[src/rtl/store_retire_ctrl_if.sv]
// Completion-to-memory store bundle for store_retire_ctrl.
// master is the environment side, slave is the controller side.
interface store_retire_ctrl_if #(
    parameter int DEPTH = 4
);
    logic [63:0]              completed_inst_0;
    logic [63:0]              completed_inst_1;
    logic                     completed_inst_0_valid;
    logic                     completed_inst_1_valid;
    logic                     store_ready;
    logic                     mem_req;
    logic [31:0]              mem_addr;
    logic [31:0]              mem_wdata;
    logic                     mem_ack;
    logic                     store_retired;
    logic [$clog2(DEPTH):0]   buf_count;
    logic                     overflow_err;

    modport master (
        output completed_inst_0, completed_inst_1,
        output completed_inst_0_valid, completed_inst_1_valid,
        output mem_ack,
        input  store_ready, mem_req, mem_addr, mem_wdata,
        input  store_retired, buf_count, overflow_err
    );

    modport slave (
        input  completed_inst_0, completed_inst_1,
        input  completed_inst_0_valid, completed_inst_1_valid,
        input  mem_ack,
        output store_ready, mem_req, mem_addr, mem_wdata,
        output store_retired, buf_count, overflow_err
    );
endinterface

[src/rtl/store_retire_ctrl.sv]
// Store retire controller: buffers up to two completed stores per cycle
// in a circular FIFO and drains them in order over a req/ack write port.
module store_retire_ctrl #(
    parameter int DEPTH = 4
) (
    input  logic               clk,
    input  logic               rst_n,
    store_retire_ctrl_if.slave bus
);
    localparam int PW = $clog2(DEPTH);
    localparam int CW = PW + 1;

    typedef enum logic {IDLE, ISSUE} state_t;

    state_t        state_q;
    logic [63:0]   fifo_q [DEPTH];
    logic [PW-1:0] head_q, head_d;
    logic [PW-1:0] tail_q, tail_d;
    logic [PW-1:0] wr1_idx;
    logic [CW-1:0] count_q, count_d, rem;
    logic          ovf_q;
    logic          mem_req_q, retired_q;
    logic [31:0]   mem_addr_q, mem_wdata_q;
    logic          ready, push0, push1, pop;
    logic [63:0]   first_in, next_head;

    assign ready = count_q <= CW'(DEPTH - 2);
    assign push0 = bus.completed_inst_0_valid & ready;
    assign push1 = bus.completed_inst_1_valid & ready;
    assign pop   = mem_req_q & bus.mem_ack;

    always_comb begin
        tail_d    = tail_q + PW'(push0) + PW'(push1);
        wr1_idx   = push0 ? tail_q + PW'(1) : tail_q;
        head_d    = head_q + PW'(pop);
        count_d   = count_q + CW'(push0) + CW'(push1) - CW'(pop);
        rem       = count_q - CW'(pop);
        first_in  = push0 ? bus.completed_inst_0 : bus.completed_inst_1;
        // An empty FIFO means the new head is being written this very edge
        next_head = (rem == '0) ? first_in : fifo_q[head_d];
    end

    always_ff @(posedge clk or negedge rst_n) begin
        if (!rst_n) begin
            for (int i = 0; i < DEPTH; i++) fifo_q[i] <= '0;
            head_q  <= '0;
            tail_q  <= '0;
            count_q <= '0;
            ovf_q   <= 1'b0;
        end else begin
            if (push0) fifo_q[tail_q] <= bus.completed_inst_0;
            if (push1) fifo_q[wr1_idx] <= bus.completed_inst_1;
            head_q  <= head_d;
            tail_q  <= tail_d;
            count_q <= count_d;
            if ((bus.completed_inst_0_valid | bus.completed_inst_1_valid) & ~ready)
                ovf_q <= 1'b1;
        end
    end

    always_ff @(posedge clk or negedge rst_n) begin
        if (!rst_n) begin
            state_q     <= IDLE;
            mem_req_q   <= 1'b0;
            mem_addr_q  <= '0;
            mem_wdata_q <= '0;
            retired_q   <= 1'b0;
        end else begin
            retired_q <= pop;
            unique case (state_q)
                IDLE: begin
                    if (count_d != '0) begin
                        state_q     <= ISSUE;
                        mem_req_q   <= 1'b1;
                        mem_addr_q  <= next_head[31:0];
                        mem_wdata_q <= next_head[63:32];
                    end
                end
                ISSUE: begin
                    if (pop) begin
                        if (count_d != '0) begin
                            mem_addr_q  <= next_head[31:0];
                            mem_wdata_q <= next_head[63:32];
                        end else begin
                            state_q   <= IDLE;
                            mem_req_q <= 1'b0;
                        end
                    end
                end
            endcase
        end
    end

    assign bus.store_ready   = ready;
    assign bus.mem_req       = mem_req_q;
    assign bus.mem_addr      = mem_addr_q;
    assign bus.mem_wdata     = mem_wdata_q;
    assign bus.store_retired = retired_q;
    assign bus.buf_count     = count_q;
    assign bus.overflow_err  = ovf_q;
endmodule

[src/flat_wrapper.sv]
// flat-port wrapper written by rule: the top's interface ports become plain ports
module store_retire_ctrl_flat 
#(
    parameter int DEPTH = 4
)
  (clk, rst_n, bus_completed_inst_0, bus_completed_inst_1, bus_completed_inst_0_valid, bus_completed_inst_1_valid, bus_mem_ack, bus_store_ready, bus_mem_req, bus_mem_addr, bus_mem_wdata, bus_store_retired, bus_buf_count, bus_overflow_err);
  store_retire_ctrl_if #(.DEPTH(DEPTH)) bus_i ();
  input  logic clk;
  input  logic rst_n;
  input wire logic [$bits(bus_i.completed_inst_0)-1:0] bus_completed_inst_0;
  input wire logic [$bits(bus_i.completed_inst_1)-1:0] bus_completed_inst_1;
  input wire logic [$bits(bus_i.completed_inst_0_valid)-1:0] bus_completed_inst_0_valid;
  input wire logic [$bits(bus_i.completed_inst_1_valid)-1:0] bus_completed_inst_1_valid;
  input wire logic [$bits(bus_i.mem_ack)-1:0] bus_mem_ack;
  output wire logic [$bits(bus_i.store_ready)-1:0] bus_store_ready;
  output wire logic [$bits(bus_i.mem_req)-1:0] bus_mem_req;
  output wire logic [$bits(bus_i.mem_addr)-1:0] bus_mem_addr;
  output wire logic [$bits(bus_i.mem_wdata)-1:0] bus_mem_wdata;
  output wire logic [$bits(bus_i.store_retired)-1:0] bus_store_retired;
  output wire logic [$bits(bus_i.buf_count)-1:0] bus_buf_count;
  output wire logic [$bits(bus_i.overflow_err)-1:0] bus_overflow_err;
  assign bus_i.completed_inst_0 = bus_completed_inst_0;
  assign bus_i.completed_inst_1 = bus_completed_inst_1;
  assign bus_i.completed_inst_0_valid = bus_completed_inst_0_valid;
  assign bus_i.completed_inst_1_valid = bus_completed_inst_1_valid;
  assign bus_i.mem_ack = bus_mem_ack;
  assign bus_store_ready = bus_i.store_ready;
  assign bus_mem_req = bus_i.mem_req;
  assign bus_mem_addr = bus_i.mem_addr;
  assign bus_mem_wdata = bus_i.mem_wdata;
  assign bus_store_retired = bus_i.store_retired;
  assign bus_buf_count = bus_i.buf_count;
  assign bus_overflow_err = bus_i.overflow_err;
  store_retire_ctrl #(.DEPTH(DEPTH)) u_core (.clk(clk), .rst_n(rst_n), .bus(bus_i));
endmodule
[config.mk]
export PLATFORM = sky130hd
export DESIGN_NAME = store_retire_ctrl_flat
export DESIGN_NICKNAME = d
export VERILOG_FILES = /design/src/rtl/store_retire_ctrl_if.sv /design/src/rtl/store_retire_ctrl.sv /design/src/flat_wrapper.sv
export SDC_FILE = /design/constraint.sdc
export NUM_CORES = 1
export LEC_CHECK = 0
export CAP_MARGIN = 20
export CORE_ASPECT_RATIO = 1.2
export CORE_MARGIN = 2
export CORE_UTILIZATION = 50
export CTS_CLUSTER_SIZE = 25
export DETAILED_ROUTE_END_ITERATION = 12
export PLACE_DENSITY = 0.76
export SKIP_LAST_GASP = 1
export SLEW_MARGIN = 40
export SYNTH_ARGS = -nofsm -noshare
export SYNTH_HDL_FRONTEND = slang
export SYNTH_SLANG_ARGS = --single-unit
[constraint.sdc]
create_clock -name clk -period 4.3 [get_ports clk]
set_input_delay 0.86 -clock clk [delete_from_list [all_inputs] [get_ports clk]]
set_output_delay 0.86 -clock clk [all_outputs]
set_load 0.1 [all_outputs]
# --- After elaboration in Yosys (flattened, before gate mapping) ---
# Cells that the tools add are included.
classes:
  order_cmp: 6
  mux: 27
  add_sub_neg: 8
  n_eq_ne: 3
  bitwise: 10
  reduce_logical: 5
op_table:
  columns: ["operator", "count"]
  rows:
  - ["$bwmux W256", 2]
  - ["$mux W256", 2]
  - ["$mux W64", 6]
  - ["$demux W64 S2", 2]
  - ["$bmux W64 S2", 1]
  - ["$mux W32", 4]
  - ["$pmux W32 S2", 2]
  - ["$ge A3 B3 Y1 const B", 3]
  - ["$not A2 Y3", 3]
  - ["$add A2 B1 Y2", 3]
  - ["$add A3 B1 Y3", 2]
  - ["$lt A3 B1 Y1 const B", 2]
  - ["$sub A3 B1 Y3", 2]
  - ["$mux W1", 5]
  - ["$and A1 B1 Y1", 4]
  - ["$ne A2 B2 Y1 const B", 2]
  - ["$pmux W1 S2", 2]
  - ["$le A3 B2 Y1 const B", 1]
  - ["$logic_not A3 Y1", 1]
  - ["$reduce_and A3 Y1", 1]
  - ["$reduce_bool A3 Y1", 1]
  - ["$add A2 B1 Y2 const B", 1]
  - ["$logic_and A1 B1 Y1", 2]
  - ["$mux W2", 1]
  - ["other kinds (3)", 4]
totals:
  in_bits: 133
  ff_bits: 331
  word_cells: 72
  out_inout_bits: 71

# --- Logic depth before layout (Yosys ltp) ---
# Gate-level depths: netlist (run 1).
depth:
  ltp_word: 10
  depth_mapped: 15
  ltp_nobuf: 12

# --- Worst setup path after synthesis (run 1) ---
# OpenSTA, ideal clock, no wires.
synth_timing:
  path_kind: "register to register"
  startpoint: "register u_core.count_q[1], in the netlist u_core.bus.buf_count[1]"
  endpoint: "register u_core.mem_addr_q[0], in the netlist u_core.bus.mem_addr[0]"
  synth_period_minus_slack_ns: 4.218
  path_slack_ns: 0.082
  path_buffers: 3
  setup_ns: 0.082
  required_time_ns: 4.218
  stages_incl_launch_ff: 16
  arrival_time_ns: 4.136
  path_cell_list: "dfrtp_1 -> inv_1 -> ha_1 -> clkbuf_1 -> or2_2 -> and2_1 -> inv_1 -> fa_1 -> inv_1 -> fa_1 -> xnor2_2 -> o21a_1 -> buf_4 -> clkbuf_1 -> o22ai_1 -> a31oi_1"
synth_between:
  elab_chain_len: 9
  elab_cells_between_ends: 14
  cone_classes: "add/sub: 4; order compare: 1; mux: 5; bitwise: 2; reduce/logical: 2"
synth_lines:
  columns: ["item", "line", "source"]
  rows:
  - ["start: declaration", "store_retire_ctrl.sv:20", "logic [CW-1:0] count_q, count_d, rem;"]
  - ["start signal: assignment", "store_retire_ctrl.sv:55", "count_q <= count_d;"]
  - ["$le A3 B2 Y1 *", "store_retire_ctrl.sv:27", "assign ready = count_q <= CW'(DEPTH - 2);"]
  - ["net bus_store_ready", "flat_wrapper.sv:15", "output wire logic [$bits(bus_i.store_ready)-1:0] bus_store_ready;"]
  - ["$and A1 B1 Y1", "store_retire_ctrl.sv:28", "assign push0 = bus.completed_inst_0_valid & ready;"]
  - ["$add A3 B1 Y3", "store_retire_ctrl.sv:36", "count_d = count_q + CW'(push0) + CW'(push1) - CW'(pop);"]
  - ["$add A3 B1 Y3 *", "store_retire_ctrl.sv:36", null]
  - ["$sub A3 B1 Y3 *", "store_retire_ctrl.sv:36", null]
  - ["net u_core.count_d[2]", "store_retire_ctrl.sv:20", null]
  - ["$reduce_bool A3 Y1 *", "store_retire_ctrl.sv:72, store_retire_ctrl.sv:81", null]
  - ["$mux W32 *", "store_retire_ctrl.sv:72, store_retire_ctrl.sv:81", null]
  - ["$mux W32", "store_retire_ctrl.sv:80", "if (pop) begin"]
  - ["$pmux W32 S2 *", "store_retire_ctrl.sv:70", "unique case (state_q)"]
  - ["end signal: assignment", "store_retire_ctrl.sv:75", "mem_addr_q <= next_head[31:0];"]
  - ["end signal: assignment", "store_retire_ctrl.sv:82", "mem_addr_q <= next_head[31:0];"]
  - ["end: declaration", "store_retire_ctrl.sv:23", "logic [31:0] mem_addr_q, mem_wdata_q;"]
# Mark *: on every way through the listed nets, which the timed path passes. The rest lies on a longest branch. The select of a mux whose other input is x is not followed.
# A chain may end at the register's enable or synchronous reset.

# --- Final worst setup path (run 1) ---
layout_timing:
  startpoint: "register u_core.count_q[2], in the netlist u_core.bus.buf_count[2]"
  endpoint: "register u_core.mem_addr_q[4], in the netlist u_core.bus.mem_addr[4]"
layout_between:
  elab_chain_len: 9
  elab_cells_between_ends: 14
  cone_classes: "add/sub: 4; order compare: 1; mux: 5; bitwise: 2; reduce/logical: 2"
layout_lines:
  columns: ["item", "line"]
  rows:
  - ["$le A3 B2 Y1 *", "store_retire_ctrl.sv:27"]
  - ["$and A1 B1 Y1", "store_retire_ctrl.sv:28"]
  - ["$add A3 B1 Y3", "store_retire_ctrl.sv:36"]
  - ["$add A3 B1 Y3 *", "store_retire_ctrl.sv:36"]
  - ["$sub A3 B1 Y3 *", "store_retire_ctrl.sv:36"]
  - ["net u_core.count_d[1]", "store_retire_ctrl.sv:20"]
  - ["$reduce_bool A3 Y1 *", "store_retire_ctrl.sv:72, store_retire_ctrl.sv:81"]
  - ["$mux W32 *", "store_retire_ctrl.sv:72, store_retire_ctrl.sv:81"]
  - ["$mux W32", "store_retire_ctrl.sv:80"]
  - ["$pmux W32 S2 *", "store_retire_ctrl.sv:70"]
# Marks and branches as above.

==> impl_metrics.py, run 1 <==
metrics = {
    "finish": {
        "drive_gt1_frac": 0.135,
        "fin_nets": 1901,
        "num_antenna_cells": 0,
        "area_growth_pct": 18.5,
    },
    "global_route": {
        "grt_antenna_before_repair": 2,
        "grt_pass1_vias": 13727,
        "grt_util_all_layers": 0.274,
        "grt_start_max_net_pins": 101,
        "overflow": 0,
        "grt_pass1_wl_mm": 77.1,
    },
    "logic_synthesis": {
        "synth_top_area_frac": 0.483,
        "synth-edff-count": 0,
        "synth_cells": 1612,
        "synth_seq_cells": 331,
        "synth_area_leaders": "dfrtp_1, mux2i_1, mux4_2",
        "synthFlopType": "dfrtp_1",
        "ys_seq_area_frac": 0.483,
        "synth.net_count": 1756,
        "ys_warn_count": 0,
        "synth.most_common_cell": "dfrtp_1",
        "synthTopCellsByCount": "dfrtp_1, nor2_1, a21oi_1, mux2i_1, nand2_1",
        "synth-async-reset-ratio": 1.00,
        "synth_cell_types": 34,
        "yosysTopAreaCell": "dfrtp_1",
        "syn_area_mm2": 0.0171,
        "synth.avg_cell_area_um2": 10.6,
    },
    "floorplanning": {
        "coreArea_mm2": 0.0339,
        "rows": 74,
        "die_h_um": 207,
        "die_w_um": 173,
        "ioPinCount": 204,
        "die_area_mm2": 0.0358,
        "start_util": 0.506,
    },
    "sta": {
        "finalCriticalPeriod_ns": 3.83,
        "skew_ns": 0.0167,
        "maxSlewViolCount": 0,
        "setup_viol": 0,
        "fin_tns_setup_ns": 0,
        "hold_ws_ns": 0.198,
        "hold_viol": 0,
        "fmax_mhz": 261,
        "worst_slew_pin_slew_ns": 0.871,
        "period_share": 0.891,
        "maxSlewHeadroom": 0.420,
        "rsz0062_at_grt": "no",
    },
    "critical_path": {
        "reg2reg_depth": 13,
        "crit_arrival_ns": 4.21,
        "critical_path.max_fanout": 50,
        "reg2reg_slack_ns": 0.47,
        "end_kind": "flip-flop",
        "path_class": "flip-flop to flip-flop",
        "worstReg2RegEnd": "u_core.bus.mem_addr[4]",
        "crit_start": "u_core.bus.buf_count[2]",
        "crit_path_start_kind": "flip-flop",
        "worst-endpoint-required_ns": 4.67,
        "r2r_start": "u_core.bus.buf_count[2]",
    },
    "cts": {
        "clock_latency_ns": 0.54,
        "cts_tree": "yes",
        "post_cts_buffers": 0,
        "cts_htree_levels": 2,
        "cts_buffers": 37,
        "cts.path.max_buffers": 3,
        "cts_resized": 0,
        "clk_pin_slew_ns": 0.06,
        "cts_num_sinks": 331,
        "root_buffer": "clkbuf_16",
        "hold_buffers": 0,
    },
    "drt": {
        "ant_nets": 0,
        "wirelength_mm": 48.7,
        "vias_per_cell": 6.04,
        "drt_iter0_drc": 1094,
        "drtPass1Iterations": 5,
        "via_count": 13520,
        "drt_drc_violations_left": 0,
        "wl_per_cell_um": 21.8,
    },
    "power": {
        "power_density_mw_per_mm2": 866,
        "ir_drop_v": 0.000738,
        "power.total_mw": 17.6,
        "p_leak_nw": 9.98,
    },
    "placed_design": {
        "io_buffers": 203,
        "place.gp.congestion": 0.779,
        "place_hpwl_mm": 28.2,
    },
    "hold_path": {
        "hold_class": "primary input to asynchronous set/reset pin",
    },
    "status": {
        "status": "finished clean",
    },
    "job": {
        "maxCapViolCount": 0,
    },
}
## flip-flops by register name (all words and copies together) (netlist names), 2 cells and up
signal,cells
u_core.fifo_q,256
u_core.tail_q,2
u_core.bus.mem_wdata,32
u_core.head_q,2
u_core.bus.buf_count,3
u_core.bus.mem_addr,32
## routing by layer
layer / part of all wire / GRT usage / wire, µm / up-vias
met3: 0.067 / 0.0511 / 3280 / 94
met4: 0.027 / 0.0950 / 1320 / 4
met1: 0.40 / 0.352 / 19400 / 6786
li1: - / - / - / 6078
met2: 0.51 / 0.471 / 24600 / 558
met5: 0.00055 / 0 / 27 / -
## power breakdown
part / switching [mW] / total, mW / internal, mW / leakage (nW)
sequential: 0.950 / 5.68 / 4.73 / 3.76
combinational: 5.53 / 8.87 / 3.34 / 5.66
clock: 1.28 / 3.05 / 1.77 / 0.563
## critical path: stages, from the launching register on
cell and delay (ns):
dfrtp_1 0.46, inv_1 0.08, ha_1 0.24, or2_2 0.34, and2_1 0.19, inv_1 0.08, fa_1 0.16, inv_1 0.05
fa_1 0.51, nand2b_1 0.14, o21a_2 0.14, nor3b_4 0.70, buf_12 0.37, a31oi_1 0.15
## cells in the final DEF (no fill, tap or decap), types with 2 or more instances in the layout
cell / n
buf_4: 20
clkinv_2: 3
inv_1: 10
clkbuf_1: 11
nor3b_4: 2
o211ai_1: 4
buf_12: 13
xor2_1: 2
inv_6: 3
o221ai_4: 5
clkbuf_8: 7
clkdlybuf4s50_1: 131
nand2_1: 128
nor3b_1: 3
and2_1: 2
buf_6: 4
or2_2: 2
fa_1: 3
clkbuf_16: 37
buf_2: 70
nand2b_1: 3
nor2_1: 257
dfrtp_1: 331
mux2i_1: 256
and3b_1: 3
a31oi_1: 64
a21oi_1: 256
mux4_2: 64
o22ai_1: 64
ha_1: 7
## cell families after synthesis
group                    synth area share
AO/OA/AOI/OAI                       0.129
flip-flops                          0.483
adder cells (fa/ha/maj)           0.00934
AND/OR/NAND/NOR                    0.0919
buffers and inverters              0.0507
XOR/XNOR                          0.00248
multiplexers                        0.234
## through the flow
| stage | cells | worst slack, ns | cell area (µm²) | util |
|---|---|---|---|---|
| 6_report | 2237 | 0.467 | 20300 | 0.600 |
| 5_1_grt | 2237 | 0.268 | 20300 | 0.600 |
| 4_1_cts | 2236 | 0.504 | 20300 | 0.599 |
| 3_5_place_dp | 2173 | 0.139 | 19100 | 0.565 |
| 3_3_place_gp | 2173 | -0.0870 | 19500 | 0.575 |
| 2_1_floorplan | 1612 | 0.0817 | 17100 | - |
## cell type report
class / instances / area (µm²)
Inverter: 11 / 41.3
Fill cell: 2804 / 13600
Clock buffer: 55 / 1060
Timing Repair Buffer: 240 / 2160
Tap cell: 456 / 571
Sequential cell: 331 / 8280
Clock inverter: 8 / 80.1
Multi-Input combinational cell: 1136 / 8120
## worst max-delay path by stage
stage | endpoint | slack [ns]
2_1_floorplan | u_core.bus.mem_addr[0] | 0.08
3_3_place_gp | u_core.bus.mem_wdata[20] | -0.09
3_5_place_dp | u_core.bus.mem_addr[1] | 0.14
4_1_cts | u_core.bus.mem_addr[4] | 0.50
5_1_grt | u_core.bus.mem_addr[4] | 0.27
6_report | u_core.bus.mem_addr[4] | 0.47
Note: power is estimated with default switching activity, not from simulation.
==> run 2, diff against run 1 <==
CORE_MARGIN = 4   (was 2)
MAX_ROUTING_LAYER = met4   (was unset)
==> run 2 against run 1 <==
Net effect:
- critical path depth is the same
- clock-buffer cell count shrank 6
- final area grew 0.49%
- worst setup slack lost 0.011 ns
- global-route usage shrank 1.1 points
- routed wire length shrank 0.70%
- die area grew 4.3%
- sequential power is essentially flat
==> impl_metrics.py, run 2 (same netlist as run 1, synthesis figures left out) <==
metrics = {
    "finish": {
        "area_growth_pct": 19.1,
        "stdcell_count": 2244,
        "fin_nets": 1902,
        "final-seq-area_mm2": 0.00828,
        "largest_register_ffs": 256,
        "multi_input_area_mm2": 0.00812,
        "top_register": "u_core.fifo_q",
        "n_fill_cell": 2787,
        "drive_gt1_frac": 0.139,
        "mostFrequentLayoutCell": "dfrtp_1",
        "final_cell_mix": "dfrtp_1, nor2_1, mux2i_1, a21oi_1, clkdlybuf4s50_1",
    },
    "sta": {
        "fmax_mhz": 260,
        "finalCriticalPeriod_ns": 3.84,
        "setup_viol": 0,
        "worst_slew_pin_slew_ns": 0.880,
        "fin_ws_ns": 0.456,
        "skew_ns": 0.0171,
        "hold_ws_ns": 0.326,
        "rsz0062_at_grt": "no",
        "period_share": 0.894,
        "maxSlewHeadroom": 0.413,
        "maxSlewViolCount": 0,
        "hold_viol": 0,
        "fin_tns_setup_ns": 0,
    },
    "power": {
        "power_density_mw_per_mm2": 874,
        "power.total_mw": 17.8,
        "ir_drop_v": 0.000591,
        "intPower_mw": 10.1,
        "power_switching_mw": 7.74,
        "clkPwrFrac": 0.188,
        "p_leak_nw": 10.0,
        "seqPwrFrac": 0.318,
        "p_comb_frac": 0.494,
        "p_sw_frac": 0.434,
    },
    "global_route": {
        "grt_pass1_wl_mm": 76.0,
        "overflow": 0,
        "grt_pass1_vias": 13625,
        "grt_util_all_layers": 0.263,
        "grt_antenna_before_repair": 5,
        "grt_start_max_net_pins": 129,
    },
    "critical_path": {
        "path_class": "flip-flop to flip-flop",
        "worst-endpoint-required_ns": 4.67,
        "reg2reg_slack_ns": 0.46,
        "critical_path.max_fanout": 32,
        "crit_path_start_kind": "flip-flop",
        "crit_arrival_ns": 4.21,
        "end_kind": "flip-flop",
    },
    "floorplanning": {
        "die_w_um": 177,
        "die_area_mm2": 0.0373,
        "rows": 74,
        "die_h_um": 211,
        "ioPinCount": 204,
        "start_util": 0.504,
        "coreArea_mm2": 0.0340,
    },
    "cts": {
        "clock_latency_ns": 0.52,
        "cts_resized": 0,
        "cts_tree": "yes",
        "cts_htree_levels": 2,
        "hold_buffers": 0,
        "cts_buffers": 36,
        "clk_pin_slew_ns": 0.06,
        "post_cts_buffers": 0,
        "cts.path.max_buffers": 3,
        "root_buffer": "clkbuf_16",
        "cts_num_sinks": 331,
    },
    "drt": {
        "drt_drc_violations_left": 0,
        "wirelength_mm": 48.3,
        "drt_iter0_drc": 1070,
        "drtPass1Iterations": 7,
        "ant_nets": 0,
        "via_count": 13399,
        "wl_per_cell_um": 21.5,
        "vias_per_cell": 5.97,
    },
    "placed_design": {
        "place_ws_ns": 0.149,
        "placed_cells": 2176,
        "place_hpwl_mm": 28.9,
        "place.gp.congestion": 0.820,
        "io_buffers": 203,
    },
    "job": {
        "maxCapViolCount": 0,
    },
    "status": {
        "status": "finished clean",
    },
    "hold_path": {
        "hold_class": "primary input to asynchronous set/reset pin",
    },
}
run 2: changes by cell type in the layout (fill, tap and decap cells not counted), moves of 2 or more:
| cell | before | now |
|---|---|---|
| inv_6 | 3 | 1 |
| buf_6 | 4 | 2 |
| clkinvlp_4 | 0 | 2 |
| clkbuf_1 | 11 | 7 |
| diode_2 | 0 | 5 |
| buf_4 | 20 | 27 |
| bufinv_16 | 1 | 7 |
| buf_12 | 13 | 11 |
run 2: per-stage QoR:
step            util  instance area, µm²
2_1_floorplan      -               17100
3_3_place_gp   0.573               19500
3_5_place_dp   0.563               19100
4_1_cts        0.600               20400
5_1_grt        0.601               20400
6_report       0.601               20400
run 2: path summary, 6_finish.rpt:
check / from / endpoint / cells past startpoint
worst max register to register: u_core.bus.buf_count[2] / u_core.bus.mem_addr[5] / 13
max in group asynchronous: rst_n / u_core.fifo_q[24] / 2
worst min-delay path: rst_n / u_core.fifo_q[245] / 1
min in group clk: u_core.state_q / u_core.bus.mem_req / 1
worst min register to register: u_core.state_q / u_core.bus.mem_req / 1
worst max-delay path: u_core.bus.buf_count[2] / u_core.bus.mem_addr[5] / 13
run 2: area by class of cell:
cell class	count	area share
timing repair buffer	242	0.104
tap	456	0.0279
sequential	331	0.406
multi-input combinational	1136	0.398
clock inverter	14	0.0130
antenna	5	0.000613
clock buffer	49	0.0494
inverter	11	0.00202
run 2: layer usage:
layer | vias up | global-route usage | wire length, µm
met5 | - | - | 0
met4 | 0 | 0.0795 | 1180
met3 | 105 | 0.0446 | 3410
met2 | 517 | 0.435 | 24500
met1 | 6688 | 0.336 | 19300
li1 | 6089 | - | -
run 2: power groups by stage:
stage	sequential [mW]	combinational, mW	clock [mW]
finish	5.67	8.82	3.36
global route	5.84	9.42	3.53
global placement	5.62	8.90	0
detailed placement	5.70	8.83	0
floorplan	7.65	4.84	0
CTS	5.66	8.85	3.40
run 2: worst max-delay path, stage by stage, from the launching register on:
cell and delay (ns):
dfrtp_1 0.45, inv_1 0.08, ha_1 0.26, or2_2 0.34, and2_1 0.20, inv_1 0.08
fa_1 0.16, inv_1 0.05, fa_1 0.43, xnor2_2 0.31, o21a_2 0.43, nor3b_2 0.27
buf_4 0.44, a31oi_1 0.17
==> run 3, diff against run 2 <==
==> constraint.sdc (replaced) <==
create_clock -name clk -period 4.3 [get_ports clk]
set_input_delay 1.075 -clock clk [delete_from_list [all_inputs] [get_ports clk]]
set_output_delay 1.075 -clock clk [all_outputs]
set_load 0.1 [all_outputs]
==> run 3 against run 2 <==
Net effect:
- non-clock buffer count increased by 6
- clock skew increased by 0.0025 ns
- combinational power grew 0.6%
- sequential power about the same
- critical endpoint is now u_core.bus.mem_addr[25]
- largest power group unchanged
- highest routed layer unchanged
==> impl_metrics.py, run 3 (same netlist as run 1, synthesis figures left out) <==
metrics = {
    "power": {
        "clkPwrFrac": 0.177,
        "intPower_mw": 9.95,
        "seqPwrFrac": 0.322,
        "p_leak_nw": 10.1,
        "p_sw_frac": 0.437,
        "power.total_mw": 17.7,
        "ir_drop_v": 0.000510,
        "p_comb_frac": 0.501,
        "power_switching_mw": 7.73,
        "power_density_mw_per_mm2": 863,
    },
    "global_route": {
        "grt_util_all_layers": 0.267,
        "grt_pass1_wl_mm": 77.2,
        "grt_pass1_vias": 14135,
        "grt_start_max_net_pins": 85,
        "grt_antenna_before_repair": 2,
        "overflow": 0,
    },
    "drt": {
        "drt_iter0_drc": 1203,
        "vias_per_cell": 6.00,
        "drtPass1Iterations": 7,
        "via_count": 13490,
        "ant_nets": 0,
        "wl_per_cell_um": 21.6,
        "drt_drc_violations_left": 0,
        "wirelength_mm": 48.5,
    },
    "critical_path": {
        "r2r_start": "u_core.bus.buf_count[1]",
        "worstReg2RegEnd": "u_core.bus.mem_addr[25]",
        "crit_path_start_kind": "flip-flop",
        "crit_arrival_ns": 4.21,
        "end_kind": "flip-flop",
        "reg2reg_depth": 13,
        "path_class": "flip-flop to flip-flop",
        "reg2reg_slack_ns": 0.53,
        "worst-endpoint-required_ns": 4.74,
        "critical_path.max_fanout": 31,
    },
    "sta": {
        "fmax_mhz": 265,
        "maxSlewViolCount": 0,
        "worst_slew_pin_slew_ns": 0.696,
        "setup_viol": 0,
        "finalCriticalPeriod_ns": 3.77,
        "fin_tns_setup_ns": 0,
        "rsz0062_at_grt": "no",
        "hold_viol": 0,
        "maxSlewHeadroom": 0.536,
        "skew_ns": 0.0197,
        "period_share": 0.878,
    },
    "finish": {
        "final_cell_mix": "dfrtp_1, nor2_1, mux2i_1, a21oi_1, clkdlybuf4s50_1",
        "top_register": "u_core.fifo_q",
        "area_growth_pct": 19.6,
        "mostFrequentLayoutCell": "dfrtp_1",
        "fin_nets": 1909,
        "largest_register_ffs": 256,
        "drive_gt1_frac": 0.142,
    },
    "floorplanning": {
        "die_h_um": 211,
        "die_w_um": 177,
        "rows": 74,
        "die_area_mm2": 0.0373,
        "coreArea_mm2": 0.0340,
        "start_util": 0.504,
        "ioPinCount": 204,
    },
    "cts": {
        "hold_buffers": 0,
        "cts_htree_levels": 2,
        "root_buffer": "clkbuf_16",
        "cts_resized": 0,
        "clock_latency_ns": 0.52,
        "post_cts_buffers": 0,
        "clk_pin_slew_ns": 0.06,
        "cts.path.max_buffers": 3,
        "cts_num_sinks": 331,
        "cts_buffers": 37,
        "cts_tree": "yes",
    },
    "placed_design": {
        "place_hpwl_mm": 29.0,
        "place.gp.congestion": 0.810,
        "io_buffers": 203,
    },
    "job": {
        "maxCapViolCount": 0,
    },
    "hold_path": {
        "hold_path_depth": 1,
        "hold_class": "flip-flop to flip-flop",
        "min-delay-start": "u_core.state_q",
        "min_to": "u_core.bus.mem_req",
    },
    "status": {
        "status": "finished clean",
    },
}
[run 3: final cells by class]
type,count,area (µm²)
inverters,11,41.3
clock inverters,6,40.0
fillers,2847,13500
repair buffers,248,2270
flip-flops and latches,331,8280
well taps,456,571
diodes,2,5.00
multi-input cells,1136,8120
clock buffers,59,1170
[run 3: power groups by stage]
| stage | sequential, mW | clock [mW] | combinational (mW) |
|---|---|---|---|
| after CTS | 5.67 | 3.16 | 8.91 |
| final | 5.70 | 3.12 | 8.87 |
| after floorplan | 7.65 | 0 | 4.84 |
| after global placement | 5.63 | 0 | 8.94 |
| after detailed placement | 5.71 | 0 | 8.87 |
| after global routing | 5.85 | 3.32 | 9.50 |
[run 3: per-layer routing]
metal / wire length, µm / global-route usage / part of all wire
met1: 18900 / 0.333 / 0.39
met2: 24700 / 0.448 / 0.51
met3: 3640 / 0.0492 / 0.075
met4: 1220 / 0.0835 / 0.025
met5: 0 / - / 0
[run 3: how the worst max path moves through the flow]
stage	endpoint	slack, ns	start	cells after the start
after global placement	u_core.bus.mem_addr[16]	0.23	bus_mem_ack	11
after global routing	u_core.bus.mem_addr[25]	0.23	u_core.bus.buf_count[1]	13
final	u_core.bus.mem_addr[25]	0.53	u_core.bus.buf_count[1]	13
after floorplan	u_core.bus.mem_addr[0]	0.08	u_core.bus.buf_count[1]	15
after CTS	u_core.bus.mem_addr[25]	0.50	u_core.bus.buf_count[1]	13
after detailed placement	u_core.bus.mem_addr[25]	0.14	bus_mem_ack	11
[run 3: worst max-delay path: stages (launching register included)]
cell and delay (ns):
dfrtp_1 0.41, inv_1 0.13, ha_1 0.62, or2_2 0.26
and2_1 0.18, inv_1 0.07, fa_1 0.38, inv_1 0.08
fa_1 0.43, nand2b_1 0.22, o21a_2 0.25, nor3b_2 0.18
buf_4 0.29, a31oi_1 0.20
[run 3: metrics by stage]
stage / instance area (µm²) / hold slack, ns / util / worst slack, ns / cells
6_report: 20500 / 0.455 / 0.603 / 0.525 / 2249
5_1_grt: 20500 / 0.462 / 0.603 / 0.233 / 2249
4_1_cts: 20500 / 0.444 / 0.603 / 0.498 / 2246
3_5_place_dp: 19300 / 0.437 / 0.567 / 0.140 / 2181
3_3_place_gp: 19600 / 0.417 / 0.576 / 0.232 / 2180
2_1_floorplan: 17100 / 0.409 / - / 0.0817 / 1612
